**config.mk**
```make
export PLATFORM = sky130hd
export DESIGN_NAME = udm_cmd_decoder
export DESIGN_NICKNAME = d
export VERILOG_FILES = /design/src/rtl/udm_pkg.sv /design/src/rtl/udm_unescape.sv /design/src/rtl/udm_cmd_decoder.sv
export SDC_FILE = /design/constraint.sdc
export NUM_CORES = 1
export LEC_CHECK = 0
export BUFFER_PORTS_ARGS = -buffer_cell sky130_fd_sc_hd__buf_2
export CAP_MARGIN = 20
export CORE_MARGIN = 2
export CORE_UTILIZATION = 42
export CTS_CLUSTER_DIAMETER = 30
export DETAILED_ROUTE_END_ITERATION = 10
export PLACE_DENSITY_LB_ADDON = 0.3
export SYNTH_ARGS = -nofsm -noshare
export SYNTH_HDL_FRONTEND = slang
export SYNTH_SLANG_ARGS = --single-unit
```
**constraint.sdc**
```tcl
create_clock -name clk_i -period 4.35 [get_ports clk_i]
set_input_delay 0.87 -clock clk_i [delete_from_list [all_inputs] [get_ports clk_i]]
set_output_delay 0.87 -clock clk_i [all_outputs]
set_load 0.02 [all_outputs]
```
**src/rtl/udm_pkg.sv**
```systemverilog
// Shared constants, command codes and FSM states for the UDM host command decoder.
package udm_pkg;

  localparam logic [7:0] SYNC_BYTE = 8'h55;
  localparam logic [7:0] ESC_BYTE  = 8'h5A;

  typedef enum logic [7:0] {
    CMD_IDCODE   = 8'h00,
    CMD_RST      = 8'h80,
    CMD_WR_INC   = 8'h81,
    CMD_RD_INC   = 8'h82,
    CMD_WR_NOINC = 8'h83,
    CMD_RD_NOINC = 8'h84,
    CMD_NRST     = 8'hC0
  } cmd_e;

  typedef enum logic [2:0] {
    ST_IDLE,
    ST_CMD,
    ST_ADDR,
    ST_LEN,
    ST_WDATA,
    ST_BUS_WR,
    ST_BUS_RD
  } state_e;

  function automatic logic is_bus_cmd(input logic [7:0] code);
    return (code == CMD_WR_INC) || (code == CMD_RD_INC) ||
           (code == CMD_WR_NOINC) || (code == CMD_RD_NOINC);
  endfunction

  function automatic logic is_write_cmd(input logic [7:0] code);
    return (code == CMD_WR_INC) || (code == CMD_WR_NOINC);
  endfunction

  function automatic logic is_inc_cmd(input logic [7:0] code);
    return (code == CMD_WR_INC) || (code == CMD_RD_INC);
  endfunction

  // Byte enables for a word carrying n valid bytes; n = 4 gives the full word.
  function automatic logic [3:0] be_mask(input logic [2:0] n);
    case (n)
      3'd1:    return 4'b0001;
      3'd2:    return 4'b0011;
      3'd3:    return 4'b0111;
      default: return 4'b1111;
    endcase
  endfunction

endpackage

```
**src/rtl/udm_unescape.sv**
```systemverilog
// Strips the ESC prefix from the received byte stream and flags unescaped SYNC bytes.
module udm_unescape
  import udm_pkg::*;
(
  input  logic       i_clk,
  input  logic       i_rstn,
  input  logic       i_rx_valid,
  input  logic [7:0] i_rx_data,
  output logic       o_byte_valid,
  output logic [7:0] o_byte_data,
  output logic       o_sync_det
);

  logic r_esc;

  // The byte after an ESC is always literal, even if it is another ESC or a SYNC.
  always_ff @(posedge i_clk or negedge i_rstn) begin
    if (!i_rstn) begin
      r_esc <= 1'b0;
    end else if (i_rx_valid) begin
      r_esc <= !r_esc && (i_rx_data == ESC_BYTE);
    end
  end

  always_comb begin
    o_byte_data  = i_rx_data;
    o_sync_det   = i_rx_valid && !r_esc && (i_rx_data == SYNC_BYTE);
    o_byte_valid = i_rx_valid &&
                   (r_esc || ((i_rx_data != SYNC_BYTE) && (i_rx_data != ESC_BYTE)));
  end

endmodule

```
**src/rtl/udm_cmd_decoder.sv**
```systemverilog
// Parses unescaped UDM host frames into 32-bit bus requests with a valid/ack handshake,
// plus bus reset level, ID-code pulse and sticky overrun/error flags.
module udm_cmd_decoder
  import udm_pkg::*;
#(
  parameter int unsigned TIMEOUT_CYCLES = 1000000
) (
  input  logic        clk_i,
  input  logic        rstn_i,
  input  logic        rx_valid_i,
  input  logic [7:0]  rx_data_i,
  output logic        bus_req_o,
  output logic        bus_we_o,
  output logic [31:0] bus_addr_o,
  output logic [3:0]  bus_be_o,
  output logic [31:0] bus_wdata_o,
  input  logic        bus_ack_i,
  output logic        bus_rst_o,
  output logic        idcode_req_o,
  output logic        overrun_o,
  output logic        error_o,
  output logic        busy_o
);

  localparam logic [31:0] TO_LAST = (TIMEOUT_CYCLES == 0) ? 32'd0 : 32'(TIMEOUT_CYCLES - 1);

  state_e      r_state;
  state_e      w_nextState;
  logic        w_byteValid;
  logic [7:0]  w_byteData;
  logic        w_sync;
  logic        w_timed;
  logic        w_timeout;
  logic        w_ack;
  logic        w_wordDone;
  logic [2:0]  w_byteCount;
  logic [31:0] w_lenFull;
  logic [31:0] w_rdStep;
  logic [31:0] w_lenAfterRd;

  logic [31:0] r_addr;
  logic [31:0] r_len;
  logic [31:0] r_wdata;
  logic [3:0]  r_be;
  logic [1:0]  r_byteIdx;
  logic        r_write;
  logic        r_inc;
  logic        r_req;
  logic        r_syncPend;
  logic        r_busRst;
  logic        r_idcode;
  logic        r_overrun;
  logic        r_error;
  logic [31:0] r_toCnt;

  udm_unescape u_unescape (
    .i_clk        (clk_i),
    .i_rstn       (rstn_i),
    .i_rx_valid   (rx_valid_i),
    .i_rx_data    (rx_data_i),
    .o_byte_valid (w_byteValid),
    .o_byte_data  (w_byteData),
    .o_sync_det   (w_sync)
  );

  assign w_timed = (r_state == ST_CMD) || (r_state == ST_ADDR) ||
                   (r_state == ST_LEN) || (r_state == ST_WDATA);
  assign w_timeout = (TIMEOUT_CYCLES != 0) && w_timed && !rx_valid_i && (r_toCnt == TO_LAST);
  assign w_ack        = r_req && bus_ack_i;
  assign w_byteCount  = {1'b0, r_byteIdx} + 3'd1;
  assign w_lenFull    = {w_byteData, r_len[31:8]};
  assign w_rdStep     = (r_len >= 32'd4) ? 32'd4 : r_len;
  assign w_lenAfterRd = r_len - w_rdStep;

  always_ff @(posedge clk_i or negedge rstn_i) begin
    if (!rstn_i) begin
      r_state <= ST_IDLE;
    end else begin
      r_state <= w_nextState;
    end
  end

  always_comb begin
    w_nextState = r_state;
    w_wordDone  = 1'b0;
    case (r_state)
      ST_IDLE: begin
        if (w_sync) w_nextState = ST_CMD;
      end
      ST_CMD: begin
        if (w_sync) w_nextState = ST_CMD;
        else if (w_byteValid) w_nextState = is_bus_cmd(w_byteData) ? ST_ADDR : ST_IDLE;
        else if (w_timeout) w_nextState = ST_IDLE;
      end
      ST_ADDR: begin
        if (w_sync) w_nextState = ST_CMD;
        else if (w_byteValid && (r_byteIdx == 2'd3)) w_nextState = ST_LEN;
        else if (w_timeout) w_nextState = ST_IDLE;
      end
      ST_LEN: begin
        if (w_sync) w_nextState = ST_CMD;
        else if (w_byteValid && (r_byteIdx == 2'd3)) begin
          if (w_lenFull == 32'd0) w_nextState = ST_IDLE;
          else if (r_write) w_nextState = ST_WDATA;
          else w_nextState = ST_BUS_RD;
        end else if (w_timeout) w_nextState = ST_IDLE;
      end
      ST_WDATA: begin
        if (w_sync) w_nextState = ST_CMD;
        else if (w_byteValid &&
                 ((w_byteCount == 3'd4) || (r_len == {29'd0, w_byteCount}))) begin
          w_wordDone  = 1'b1;
          w_nextState = ST_BUS_WR;
        end else if (w_timeout) w_nextState = ST_IDLE;
      end
      ST_BUS_WR: begin
        if (w_ack) begin
          if (r_syncPend || w_sync) w_nextState = ST_CMD;
          else if (r_len == 32'd0) w_nextState = ST_IDLE;
          else w_nextState = ST_WDATA;
        end
      end
      ST_BUS_RD: begin
        // Between reads no request is pending, so a SYNC can leave at once.
        if (w_ack) begin
          if (r_syncPend || w_sync) w_nextState = ST_CMD;
          else if (w_lenAfterRd == 32'd0) w_nextState = ST_IDLE;
        end else if (!r_req && w_sync) begin
          w_nextState = ST_CMD;
        end
      end
      default: w_nextState = ST_IDLE;
    endcase
  end

  always_ff @(posedge clk_i or negedge rstn_i) begin
    if (!rstn_i) begin
      r_addr     <= '0;
      r_len      <= '0;
      r_wdata    <= '0;
      r_be       <= '0;
      r_byteIdx  <= '0;
      r_write    <= 1'b0;
      r_inc      <= 1'b0;
      r_req      <= 1'b0;
      r_syncPend <= 1'b0;
      r_busRst   <= 1'b0;
      r_idcode   <= 1'b0;
      r_overrun  <= 1'b0;
      r_error    <= 1'b0;
      r_toCnt    <= '0;
    end else begin
      r_idcode <= 1'b0;
      if (rx_valid_i || !w_timed) r_toCnt <= '0;
      else r_toCnt <= r_toCnt + 32'd1;
      if (w_timeout) r_error <= 1'b1;
      r_syncPend <= ((w_nextState == ST_BUS_WR) || (w_nextState == ST_BUS_RD)) &&
                    (r_syncPend || w_sync);

      case (r_state)
        ST_CMD: begin
          if (w_byteValid) begin
            r_write   <= is_write_cmd(w_byteData);
            r_inc     <= is_inc_cmd(w_byteData);
            r_byteIdx <= 2'd0;
            case (w_byteData)
              CMD_IDCODE: r_idcode <= 1'b1;
              CMD_RST:    r_busRst <= 1'b1;
              CMD_NRST:   r_busRst <= 1'b0;
              default:    if (!is_bus_cmd(w_byteData)) r_error <= 1'b1;
            endcase
          end
        end
        ST_ADDR: begin
          if (w_byteValid) begin
            r_addr    <= {w_byteData, r_addr[31:8]};
            r_byteIdx <= r_byteIdx + 2'd1;
          end
        end
        ST_LEN: begin
          if (w_byteValid) begin
            r_len     <= w_lenFull;
            r_byteIdx <= r_byteIdx + 2'd1;
            if ((r_byteIdx == 2'd3) && (w_lenFull != 32'd0) && !r_write) begin
              r_req <= 1'b1;
              r_be  <= 4'b1111;
            end
          end
        end
        ST_WDATA: begin
          if (w_byteValid) begin
            r_wdata[{r_byteIdx, 3'b000} +: 8] <= w_byteData;
            r_byteIdx <= r_byteIdx + 2'd1;
          end
          if (w_wordDone) begin
            r_req     <= 1'b1;
            r_be      <= be_mask(w_byteCount);
            r_len     <= r_len - {29'd0, w_byteCount};
            r_byteIdx <= 2'd0;
          end
        end
        ST_BUS_WR: begin
          if (w_byteValid) r_overrun <= 1'b1;
          if (w_ack) begin
            r_req   <= 1'b0;
            r_wdata <= '0;
            if (r_inc) r_addr <= r_addr + 32'd4;
          end
        end
        ST_BUS_RD: begin
          if (w_byteValid) r_overrun <= 1'b1;
          if (w_ack) begin
            r_req <= 1'b0;
            r_len <= w_lenAfterRd;
            if (r_inc) r_addr <= r_addr + 32'd4;
          end else if (!r_req && !w_sync) begin
            r_req <= 1'b1;
          end
        end
        default: ;
      endcase

      // Any frame restart or end drops partial collection state.
      if ((w_nextState == ST_CMD) || (w_nextState == ST_IDLE)) begin
        r_byteIdx <= 2'd0;
        r_wdata   <= '0;
      end
    end
  end

  assign bus_req_o    = r_req;
  assign bus_we_o     = r_write && r_req;
  assign bus_addr_o   = {r_addr[31:2], 2'b00};
  assign bus_be_o     = r_be;
  assign bus_wdata_o  = r_wdata;
  assign bus_rst_o    = r_busRst;
  assign idcode_req_o = r_idcode;
  assign overrun_o    = r_overrun;
  assign error_o      = r_error;
  assign busy_o       = (r_state != ST_IDLE);

endmodule
```
==> impl_metrics.toml <==
[status]
status = "completed"

[pwr]
p_leak_nw = 4.45
power.density_nw_per_um2 = 607
total_power_mw = 6.57
peakVddDrop_mv = 0.236

[die]
die_w_um = 154
initial_core_util = 0.430
io_pins = 87
dieArea_um2 = 23600
core_um2 = 21900
die_h_um = 154
fp-row-count = 54

[clock_tree]
cts_buffers = 17
clock_latency_ns = 0.44
cts.sinks = 144
cts_root_buf = "clkbuf_16"
clock_path_buffers = 2
cts_tree = "yes"
clk_pin_slew_worst_paths_ns = 0.07
htree_levels = 4

[layout]
diodes = 0
drive_gt1_frac = 0.157
area_growth_pct = 14.9
nFillCells = 2111
nNetsFinal = 1222
ff_latch_area_um2 = 3600
multiInputGateArea_um2 = 5410
fin_area_um2 = 10800

[placement]
io_buffers = 84
place_ws_ns = 0.242
dp_hpwl_mm = 20.1
place_area_um2 = 10200
gp_congestion = 0.964

[critical_path]
max_stage_delay_ns = 0.48
ff2ff_setup_slack_ns = 0.23
critPathArrivalTime_ns = 4.45
worstPathRequired_ns = 4.68
path_max_fanout = 32
path_cells = "nor4_4 -> and4_1 -> nand2_1 -> o21ai_0 -> ha_1 -> nor4_1 -> nand4_1 -> a221o_1 -> a2111oi_2 -> o2111ai_1 -> o41ai_4 -> o21ai_2 -> buf_4 -> a32o_1"
critPathLaunchType = "flip-flop"
slowest_stage = "dfrtp_1"
critPathKind = "flip-flop to flip-flop"
end_kind = "flip-flop"

[synthesis]
synth_seq_area_share = 0.383
synthSimpleGateAreaFrac = 0.258
synth_edf_count = 0
async_flop_share = 1.00
synth_fa_ha_area_frac = 0.0194
synth_mux_area_frac = 0.00213
synthFlopType = "dfrtp_1"
yosys_warnings = 0
synth_xor_area_frac = 0.0483
synth_compound_area_frac = 0.243
avgSynthCellArea_um2 = 8.37
ys_ff_latch = 144
synth_cell_types = 83
synth_area_um2 = 9420
synth_top_family_by_area = "simple AND/OR/NAND/NOR gates"
syn_inst = 1126

[detailed_routing]
dr_total_vias = 9267
drt_iter0_drc = 1194
drc = 0
antenna_left = 0
viasPerCell = 6.22
drt_first_pass_iters = 6
finalWirelength_mm = 29.5
routedWlPerCell_um = 19.8

[hold_path]
worstHoldPathType = "flip-flop to flip-flop"

[global_route]
grt_use_met1 = 0.347
gr-total-overflow = 0
use_met2 = 0.388
busiest_layer = "met2"
antenna_found_initial = 0
grtUsageMet3 = 0.0552
grt_use_total = 0.251
grt_pass1_vias = 8788
grt_max_degree = 84
grt_pass1_wl_mm = 48.1

[sta]
timing.fmax_ghz = 0.243
tns_ns = 0
period_minus_slack_ns = 4.12
hold_viol_final = 0
setup_ws_ns = 0.229
fin_worst_skew_ns = 0.0142
period_share = 0.947
finalSetupViolCount = 0
rsz0062_at_grt = "no"
holdWs_ns = 0.453
tightest_slew_ns = 1.04
relSlewSlack = 0.310
slew_violations = 0

[flow_run]
cap_viol_max_count = 0
[cells by family after synthesis]
group / Yosys count
simple gates: 464
xor+xnor: 52
fa+ha+maj: 14
other cells: 2
flops: 144
buf+inv: 101
mux: 2
compound gates: 347
[worst paths after layout]
path,start,to,depth (start not counted)
worst max-delay path,r_len[21]$_DFFE_PN0P_,bus_wdata_o[3]$_DFFE_PN0P_,14
worst min-delay path,overrun_o$_DFFE_PN0P_,overrun_o$_DFFE_PN0P_,1
worst max register to register,r_len[21]$_DFFE_PN0P_,bus_wdata_o[3]$_DFFE_PN0P_,14
worst min register to register,overrun_o$_DFFE_PN0P_,overrun_o$_DFFE_PN0P_,1
max in group asynchronous,rstn_i,r_addr[24]$_DFFE_PN0P_,2
min in group asynchronous,rstn_i,r_len[9]$_DFFE_PN0P_,1
[repair_timing]
| item | 4_1_cts | 5_1_grt |
|---|---|---|
| buffers inserted | 0 | 0 |
| gates resized for setup | 0 | 2 |
| endpoints found under the setup margin | 0 | 16 |
| hold buffers | 0 | 0 |
[critical path, delay by kind of cell, from the launching register on]
kind / cells / cell delay, ns
AO/OA/AOI/OAI: 7 / 1.84
AND/OR/NAND/NOR: 5 / 1.16
flip-flops: 1 / 0.48
adder cells (fa/ha/maj): 1 / 0.28
buffers and inverters: 1 / 0.25
[flip-flops by register name, indices dropped and copies added (netlist names)]
register / flops
r_addr: 30
idcode_req_o: 1
bus_wdata_o: 32
r_inc: 1
overrun_o: 1
r_byteIdx: 2
bus_req_o: 1
bus_rst_o: 1
bus_be_o: 4
r_syncPend: 1
r_toCnt: 32
r_len: 32
r_state: 3
error_o: 1
u_unescape.r_esc: 1
r_write: 1
[area by class of cell]
class                   count  share of cell area
multi-input cells         882               0.500
clock inverters            15              0.0157
clock buffers              17              0.0393
repair buffers            129              0.0718
inverters                  22             0.00763
well taps                 280              0.0324
flip-flops and latches    144               0.333
[power by group]
part / internal, mW / leakage (nW) / total [mW] / switching [mW]
Combinational: 1.05 / 2.31 / 2.98 / 1.93
Clock: 0.862 / 0.282 / 1.53 / 0.670
Sequential: 1.61 / 1.86 / 2.06 / 0.447
Total: 3.52 / 4.45 / 6.57 / 3.05
[cells in the mapped netlist, drive strengths merged (8+ instances only)]
| cell type | number | area, um^2 |
|---|---|---|
| xnor2 | 21 | 184 |
| or4 | 8 | 63.8 |
| nand4 | 17 | 119 |
| a211oi | 8 | 65.1 |
| inv | 22 | 82.6 |
| dfrtp | 144 | 3600 |
| nand2b | 14 | 87.6 |
| ha | 13 | 163 |
| a22oi | 9 | 67.6 |
| a31o | 19 | 166 |
| xor2 | 31 | 272 |
| nand3 | 45 | 225 |
| and3 | 17 | 106 |
| o22ai | 15 | 93.8 |
| a21oi | 90 | 450 |
| a221oi | 12 | 105 |
| o21ai | 96 | 488 |
| a32o | 17 | 170 |
| nand2 | 86 | 323 |
| buf | 19 | 124 |
| nor2b | 14 | 87.6 |
| a31oi | 16 | 100 |
| nor3 | 40 | 205 |
| nor4 | 25 | 259 |
| clkbuf | 60 | 228 |
| o22a | 8 | 70.1 |
| or3 | 17 | 106 |
| nor2 | 143 | 537 |
[stage by stage]
step | instances | util
4_1_cts | 1489 | 0.494
6_report | 1489 | 0.494
2_1_floorplan | 1127 | -
3_3_place_gp | 1457 | 0.466
5_1_grt | 1489 | 0.494
3_5_place_dp | 1457 | 0.466
[cell usage in the layout (no fill, tap or decap), drive strengths merged, types with 5 or more instances in the layout]
master,netlist,final
o211ai,7,7
dfrtp,144,144
or3,17,17
a31oi,16,16
a221oi,12,12
o22a,8,8
nand4,17,17
clkbuf,60,17
inv,22,30
nand2,86,86
nor3,40,40
xnor2,21,21
a211oi,8,8
nand3,45,45
nor2,143,143
nor4,25,25
a22o,5,5
o21a,5,5
nor2b,14,14
a22oi,9,9
a31o,19,19
o22ai,15,15
or4,8,8
buf,19,129
and2,6,6
and3,17,17
a32o,17,17
ha,13,13
and4,6,6
xor2,31,31
nand2b,14,14
a21oi,90,90
o31ai,7,7
o21ai,96,96
[layer usage]
metal,vias to the layer above,routed length (um)
li1,4306,-
met1,4490,12900
met2,402,13500
met3,69,2320
met4,0,726
met5,-,0
Power figures use the tool's default switching activity.
